<file path="config.mk">
export PLATFORM = sky130hd
export DESIGN_NAME = ahfp_mult_arbiter_flat
export DESIGN_NICKNAME = d
export VERILOG_FILES = /design/src/rtl/ahfp_mult_arbiter_if.sv /design/src/rtl/ahfp_mult_arbiter.sv /design/src/flat_wrapper.sv
export SDC_FILE = /design/constraint.sdc
export NUM_CORES = 1
export LEC_CHECK = 0
export CORE_AREA = 2 2 156 158
export CTS_BUF_LIST = sky130_fd_sc_hd__clkbuf_4 sky130_fd_sc_hd__clkbuf_8
export CTS_CLUSTER_DIAMETER = 30
export DETAILED_ROUTE_END_ITERATION = 8
export DIE_AREA = 0 0 158 160
export GPL_TIMING_DRIVEN = 0
export HOLD_SLACK_MARGIN = 0.12
export PLACE_DENSITY = 0.56
export REMOVE_ABC_BUFFERS = 1
export SYNTH_ARGS = -nofsm -noshare
export SYNTH_HDL_FRONTEND = slang
export SYNTH_SLANG_ARGS = --single-unit
</file>
<file path="constraint.sdc">
create_clock -name clk -period 9.17 [get_ports clk]
set_input_delay 2.751 -clock clk [delete_from_list [all_inputs] [get_ports clk]]
set_output_delay 2.751 -clock clk [all_outputs]
set_load 0.01 [all_outputs]
</file>
<file path="src/rtl/ahfp_mult_arbiter_if.sv">
// Request/response bundle for ahfp_mult_arbiter.
// Packed operand lanes: requester i occupies bits [32i+31:32i].
interface ahfp_mult_arbiter_if #(
  parameter int N_REQ = 4,
  parameter int ID_W  = 2
);
  logic [N_REQ-1:0]    req_valid;
  logic [32*N_REQ-1:0] req_dataa;
  logic [32*N_REQ-1:0] req_datab;
  logic [N_REQ-1:0]    req_ready;
  logic                rsp_valid;
  logic [ID_W-1:0]     rsp_id;
  logic [31:0]         rsp_result;
  logic                rsp_ready;

  modport master (
    output req_valid, req_dataa, req_datab, rsp_ready,
    input  req_ready, rsp_valid, rsp_id, rsp_result
  );

  modport slave (
    input  req_valid, req_dataa, req_datab, rsp_ready,
    output req_ready, rsp_valid, rsp_id, rsp_result
  );
endinterface

</file>
<file path="src/rtl/ahfp_mult_arbiter.sv">
// Round-robin share of one combinational ahfp_mult across N_REQ lanes.
// Define AHFP_ARB_FASTPATH_EN to overlap response release with next grant.
module ahfp_mult_arbiter #(
  parameter int N_REQ = 4,
  parameter int ID_W  = $clog2(N_REQ)
) (
  input  logic        clk,
  input  logic        reset,
  ahfp_mult_arbiter_if.slave bus,
  output logic [31:0] mult_dataa,
  output logic [31:0] mult_datab,
  input  logic [31:0] mult_result,
  output logic        busy
);

  typedef enum logic [1:0] {
    IDLE = 2'd0,
    MUL  = 2'd1,
    RESP = 2'd2
  } state_e;

  state_e          state_q, state_d;
  logic [ID_W-1:0] last_q, last_d;
  logic [ID_W-1:0] tag_q, tag_d;
  logic [31:0]     a_q, a_d;
  logic [31:0]     b_q, b_d;
  logic [31:0]     res_q, res_d;
  logic            rv_q, rv_d;
  logic [ID_W-1:0] rid_q, rid_d;

  logic [ID_W-1:0] win_idx;
  logic            win_vld;
  logic            grant_en;
  logic            accept;

  // Scan downward so the nearest candidate after last_q wins.
  always_comb begin : rr_pick
    int              pos;
    logic [ID_W-1:0] sel;
    pos     = 0;
    sel     = '0;
    win_vld = 1'b0;
    win_idx = '0;
    for (int k = N_REQ; k >= 1; k--) begin
      pos = (int'(last_q) + k) % N_REQ;
      sel = ID_W'(pos);
      if (bus.req_valid[sel]) begin
        win_vld = 1'b1;
        win_idx = sel;
      end
    end
  end

`ifdef AHFP_ARB_FASTPATH_EN
  assign grant_en = !reset &&
                    ((state_q == IDLE) ||
                     (state_q == RESP && bus.rsp_ready));
`else
  assign grant_en = !reset && (state_q == IDLE);
`endif

  assign accept = grant_en && win_vld;

  assign bus.req_ready = accept ? (N_REQ'(1) << win_idx)
                                : '0;

  always_comb begin
    state_d = state_q;
    last_d  = last_q;
    tag_d   = tag_q;
    a_d     = a_q;
    b_d     = b_q;
    res_d   = res_q;
    rv_d    = rv_q;
    rid_d   = rid_q;
    if (accept) begin
      a_d    = bus.req_dataa[{win_idx, 5'b0} +: 32];
      b_d    = bus.req_datab[{win_idx, 5'b0} +: 32];
      tag_d  = win_idx;
      last_d = win_idx;
    end
    unique case (state_q)
      IDLE: begin
        if (accept) state_d = MUL;
      end
      MUL: begin
        res_d   = mult_result;
        rid_d   = tag_q;
        rv_d    = 1'b1;
        state_d = RESP;
      end
      RESP: begin
        if (bus.rsp_ready) begin
          rv_d    = 1'b0;
          state_d = accept ? MUL : IDLE;
        end
      end
      default: state_d = IDLE;
    endcase
  end

  always_ff @(posedge clk) begin
    if (reset) begin
      state_q <= IDLE;
      last_q  <= ID_W'(N_REQ - 1);
      tag_q   <= '0;
      a_q     <= '0;
      b_q     <= '0;
      res_q   <= '0;
      rv_q    <= 1'b0;
      rid_q   <= '0;
    end else begin
      state_q <= state_d;
      last_q  <= last_d;
      tag_q   <= tag_d;
      a_q     <= a_d;
      b_q     <= b_d;
      res_q   <= res_d;
      rv_q    <= rv_d;
      rid_q   <= rid_d;
    end
  end

  assign mult_dataa     = a_q;
  assign mult_datab     = b_q;
  assign bus.rsp_valid  = rv_q;
  assign bus.rsp_id     = rid_q;
  assign bus.rsp_result = res_q;
  assign busy           = (state_q != IDLE);

endmodule

</file>
<file path="src/flat_wrapper.sv">
// flat-port wrapper written by rule: the top's interface ports become plain ports
module ahfp_mult_arbiter_flat 
#(
  parameter int N_REQ = 4,
  parameter int ID_W  = $clog2(N_REQ)
)
  (clk, reset, mult_dataa, mult_datab, mult_result, busy, bus_req_valid, bus_req_dataa, bus_req_datab, bus_rsp_ready, bus_req_ready, bus_rsp_valid, bus_rsp_id, bus_rsp_result);
  ahfp_mult_arbiter_if #(.N_REQ(N_REQ), .ID_W(ID_W)) bus_i ();
  input  logic clk;
  input  logic reset;
  output logic [31:0] mult_dataa;
  output logic [31:0] mult_datab;
  input  logic [31:0] mult_result;
  output logic busy;
  input wire logic [$bits(bus_i.req_valid)-1:0] bus_req_valid;
  input wire logic [$bits(bus_i.req_dataa)-1:0] bus_req_dataa;
  input wire logic [$bits(bus_i.req_datab)-1:0] bus_req_datab;
  input wire logic [$bits(bus_i.rsp_ready)-1:0] bus_rsp_ready;
  output wire logic [$bits(bus_i.req_ready)-1:0] bus_req_ready;
  output wire logic [$bits(bus_i.rsp_valid)-1:0] bus_rsp_valid;
  output wire logic [$bits(bus_i.rsp_id)-1:0] bus_rsp_id;
  output wire logic [$bits(bus_i.rsp_result)-1:0] bus_rsp_result;
  assign bus_i.req_valid = bus_req_valid;
  assign bus_i.req_dataa = bus_req_dataa;
  assign bus_i.req_datab = bus_req_datab;
  assign bus_i.rsp_ready = bus_rsp_ready;
  assign bus_req_ready = bus_i.req_ready;
  assign bus_rsp_valid = bus_i.rsp_valid;
  assign bus_rsp_id = bus_i.rsp_id;
  assign bus_rsp_result = bus_i.rsp_result;
  ahfp_mult_arbiter #(.N_REQ(N_REQ), .ID_W(ID_W)) u_core (.clk(clk), .reset(reset), .bus(bus_i), .mult_dataa(mult_dataa), .mult_datab(mult_datab), .mult_result(mult_result), .busy(busy));
endmodule
</file>
==> out/summary.txt <==
vias in the first global route -> 6671
ratio of cells with drive above 1 in the final layout -> 5.24%
die span in x -> 158 µm
Max Clk Rate -> 117 MHz
Final #Nets -> 1302
initial drt markers -> 408
count of nets left with antenna violations after detail routing -> 0
total power -> 1.51 mW
start-to-end type of the worst setup path -> in -> out
sequential element share of the synthesized area -> 37.4%
mean routed wirelength per cell -> 20.4 µm
cell type with the highest aggregate area in the netlist -> dfxtp_1
leading cell types in the layout, fill and taps excluded -> 397 x clkdlybuf4s50_1, 105 x dfxtp_1, 87 x nand2_1, 67 x a21oi_1
final critical-path required period -> 8.54 ns
Worst Max-Slew Pin Slew -> 1.13 ns
Max-Cap Viols -> 0
setup repair after global routing missed its margin -> no
CP Capture Type -> output pin
Leak Pwr -> 3.73 nW
final HPWL from detailed placement -> 20100 µm
sequence of cells on the critical path -> clkdlybuf4s50_1 > nor2b_1 > o21a_2 > nor3_4 > buf_16 > buf_16 > buf_16 > nor2_1 > clkdlybuf4s50_1
Max-Slew Margin vs Limit -> 24.5%
Avg Cell Area, Syn -> 8.55 µm²
clock net sink count -> 105
total core area -> 23800 µm²
number of primary I/O pins -> 399
global routing met2 resource utilization -> 35.4%
wire length of the first global-routing pass -> 40700 µm
max-slew violation total from the final report -> 0
Post-CTS Resized -> 0
number of different library cells in the post-synthesis netlist -> 42
final hold violation count -> 0
clock buffers created by TritonCTS -> 9
Post CTS Setup Buffer Count -> 0
number of hold buffers added after cts -> 0
crit start category -> primary input
highest-utilization routing layer at the global route stage -> met2
run status -> finished, final reports clean
full die area -> 25300 µm²
total wire length after detailed routing -> 27300 µm
detailed-route DRC error count -> 0
Area growth, synth to finish -> 83.9%
data required time at the worst endpoint -> 6.42 ns
count of warnings emitted by yosys -> 0
CTS max path bufs -> 2
critical path arrival -> 5.79 ns
met1 track demand over resource in global routing -> 26.2%
synthesized instance count -> 658
slowest cell on the critical path -> nor3_4
GR met3 Demand/Resource -> 6.21%
worst vdd rail ir drop -> 77.6 µV
clk slew on worst S/H paths -> 0.12 ns
number of fill cells -> 2419
final worst-path cycle share -> 93.1%
top cell type's share of synthesized area -> 37.4%
I/O Buffers -> 398
number of diodes -> 0
clock root cell -> clkbuf_8
total power density per cell area -> 146 nW/µm²
CP most frequent cell -> buf_16
drt pass-1 iters -> 5
Clock Skew -> 0.00809 ns
most common cell after layout, fill and taps aside -> clkdlybuf4s50_1
Worst Hold Margin -> 0.449 ns
worst min-delay path class -> reg -> reg
Tot GR Track Use -> 21.1%
row count -> 57
height of the die -> 160 µm
vias per inst -> 5.02
Crit Path Max Fanout -> 20
largest cells by area after synthesis -> dfxtp_1 37%, mux2_1 6.0%, a21oi_1 6.0%
Clock Latency Late Sink -> 0.39 ns
initial core utilization -> 23.6%
Max stage delay on crit path -> 0.61 ns
CTS H-tree lvls -> 3
maximum number of pins on one net before global-route repair -> 42
CTS tree -> built
number of setup violations in the final report -> 0
antenna violations before repair -> 1
total overflow reported by the global router -> 0
total number of vias -> 6702
gp weighted congestion -> 0.785
cell area after synthesis -> 5630 µm²
synthesis-stage register bit count -> 105
-- cell usage after synthesis --
master     number
o31ai_1        32
nor3_4          1
dfxtp_1       105
or3b_2          1
nand3b_1        1
nor3_1          2
nand2_1        88
or2_1           1
o21ai_0        12
a21oi_1        67
o211ai_1       26
nor2_1         14
buf_4           2
mux2_2          2
nor4_1          1
a21o_1          1
nor3_2          1
buf_6           1
a311o_1         1
and4_1         11
nand2b_1        5
clkbuf_1       60
o221ai_1        6
a221o_1        32
buf_1           2
nor3b_1         1
nor2b_1         3
o21ai_1         3
o21a_1          2
or2_2           2
o21bai_1        1
a2bb2oi_1      11
a21oi_2         1
nand3_1        28
a32oi_1        15
mux2_1         30
o31a_1         11
nand4_1        32
buf_2          13
and2_1          1
a211o_1         2
mux2i_1        27
-- worst paths after layout --
check / from / end / slack, ns / cells after the start
max reg2reg: u_core.last_q[0]$_SDFFE_PP1P_ / u_core.mult_dataa[8]$_SDFFE_PP0P_ / 6.19 / 8
min reg2reg: u_core.tag_q[1]$_SDFFE_PP0P_ / u_core.tag_q[1]$_SDFFE_PP0P_ / 0.45 / 2
max: bus_req_valid[1] / bus_req_ready[3] / 0.63 / 9
min: u_core.tag_q[1]$_SDFFE_PP0P_ / u_core.tag_q[1]$_SDFFE_PP0P_ / 0.45 / 2
-- stage by stage --
step	TNS [ns]	worst slack, ns	area [µm²]	utilization (%)	instances
4_1_cts	0	0.643	10300	43.4	1335
2_1_floorplan	0	0.304	5300	-	580
5_1_grt	0	0.517	10300	43.4	1336
3_3_place_gp	-9.86	-2.50	9690	40.7	1302
3_5_place_dp	0	0.657	10100	42.6	1319
6_report	0	0.632	10300	43.4	1336
-- flip-flops by register name, summed over array words and instances, names as in the netlist --
register	count
u_core.bus.rsp_valid	1
u_core.state_q	2
u_core.mult_datab	32
u_core.last_q	2
u_core.bus.rsp_result	32
u_core.bus.rsp_id	2
u_core.mult_dataa	32
u_core.tag_q	2
-- cell families after synthesis --
| family | count (synthesis) | synth area share (%) |
|---|---|---|
| AOI/OAI and AO/OA | 223 | 28.6 |
| buffers and inverters | 78 | 5.76 |
| DFF | 105 | 37.4 |
| muxes | 59 | 11.2 |
| and+or+nand+nor | 193 | 17.1 |
-- routing by layer --
metal  vias to the layer above  part of all wire (%)
met2                       295                    48
met4                         2                   2.0
met5                         -                 0.059
met1                      3160                    41
li1                       3213                     -
met3                        32                   8.5
-- final cells by class --
cell class / instances / area [µm²] / area share [%]
repair buffers: 416 / 4390 / 42.4
multi-input cells: 475 / 3260 / 31.5
flip-flops and latches: 105 / 2100 / 20.3
well taps: 324 / 405 / 3.92
clock buffers: 10 / 131 / 1.27
clock inverters: 6 / 62.6 / 0.605
-- report_power, final --
part	internal [mW]	switching [mW]	total, mW
sequential	0.522	0.0378	0.560
clock	0.109	0.188	0.297
combinational	0.364	0.291	0.655
total	0.996	0.516	1.51
-- worst max-delay path: cells and delay by family --
kind | cells | cell delay, ns
AOI/OAI and AO/OA | 1 | 0.40
buffers and inverters | 5 | 1.69
and+or+nand+nor | 3 | 0.92
Note: power is estimated with default switching activity, not from simulation.
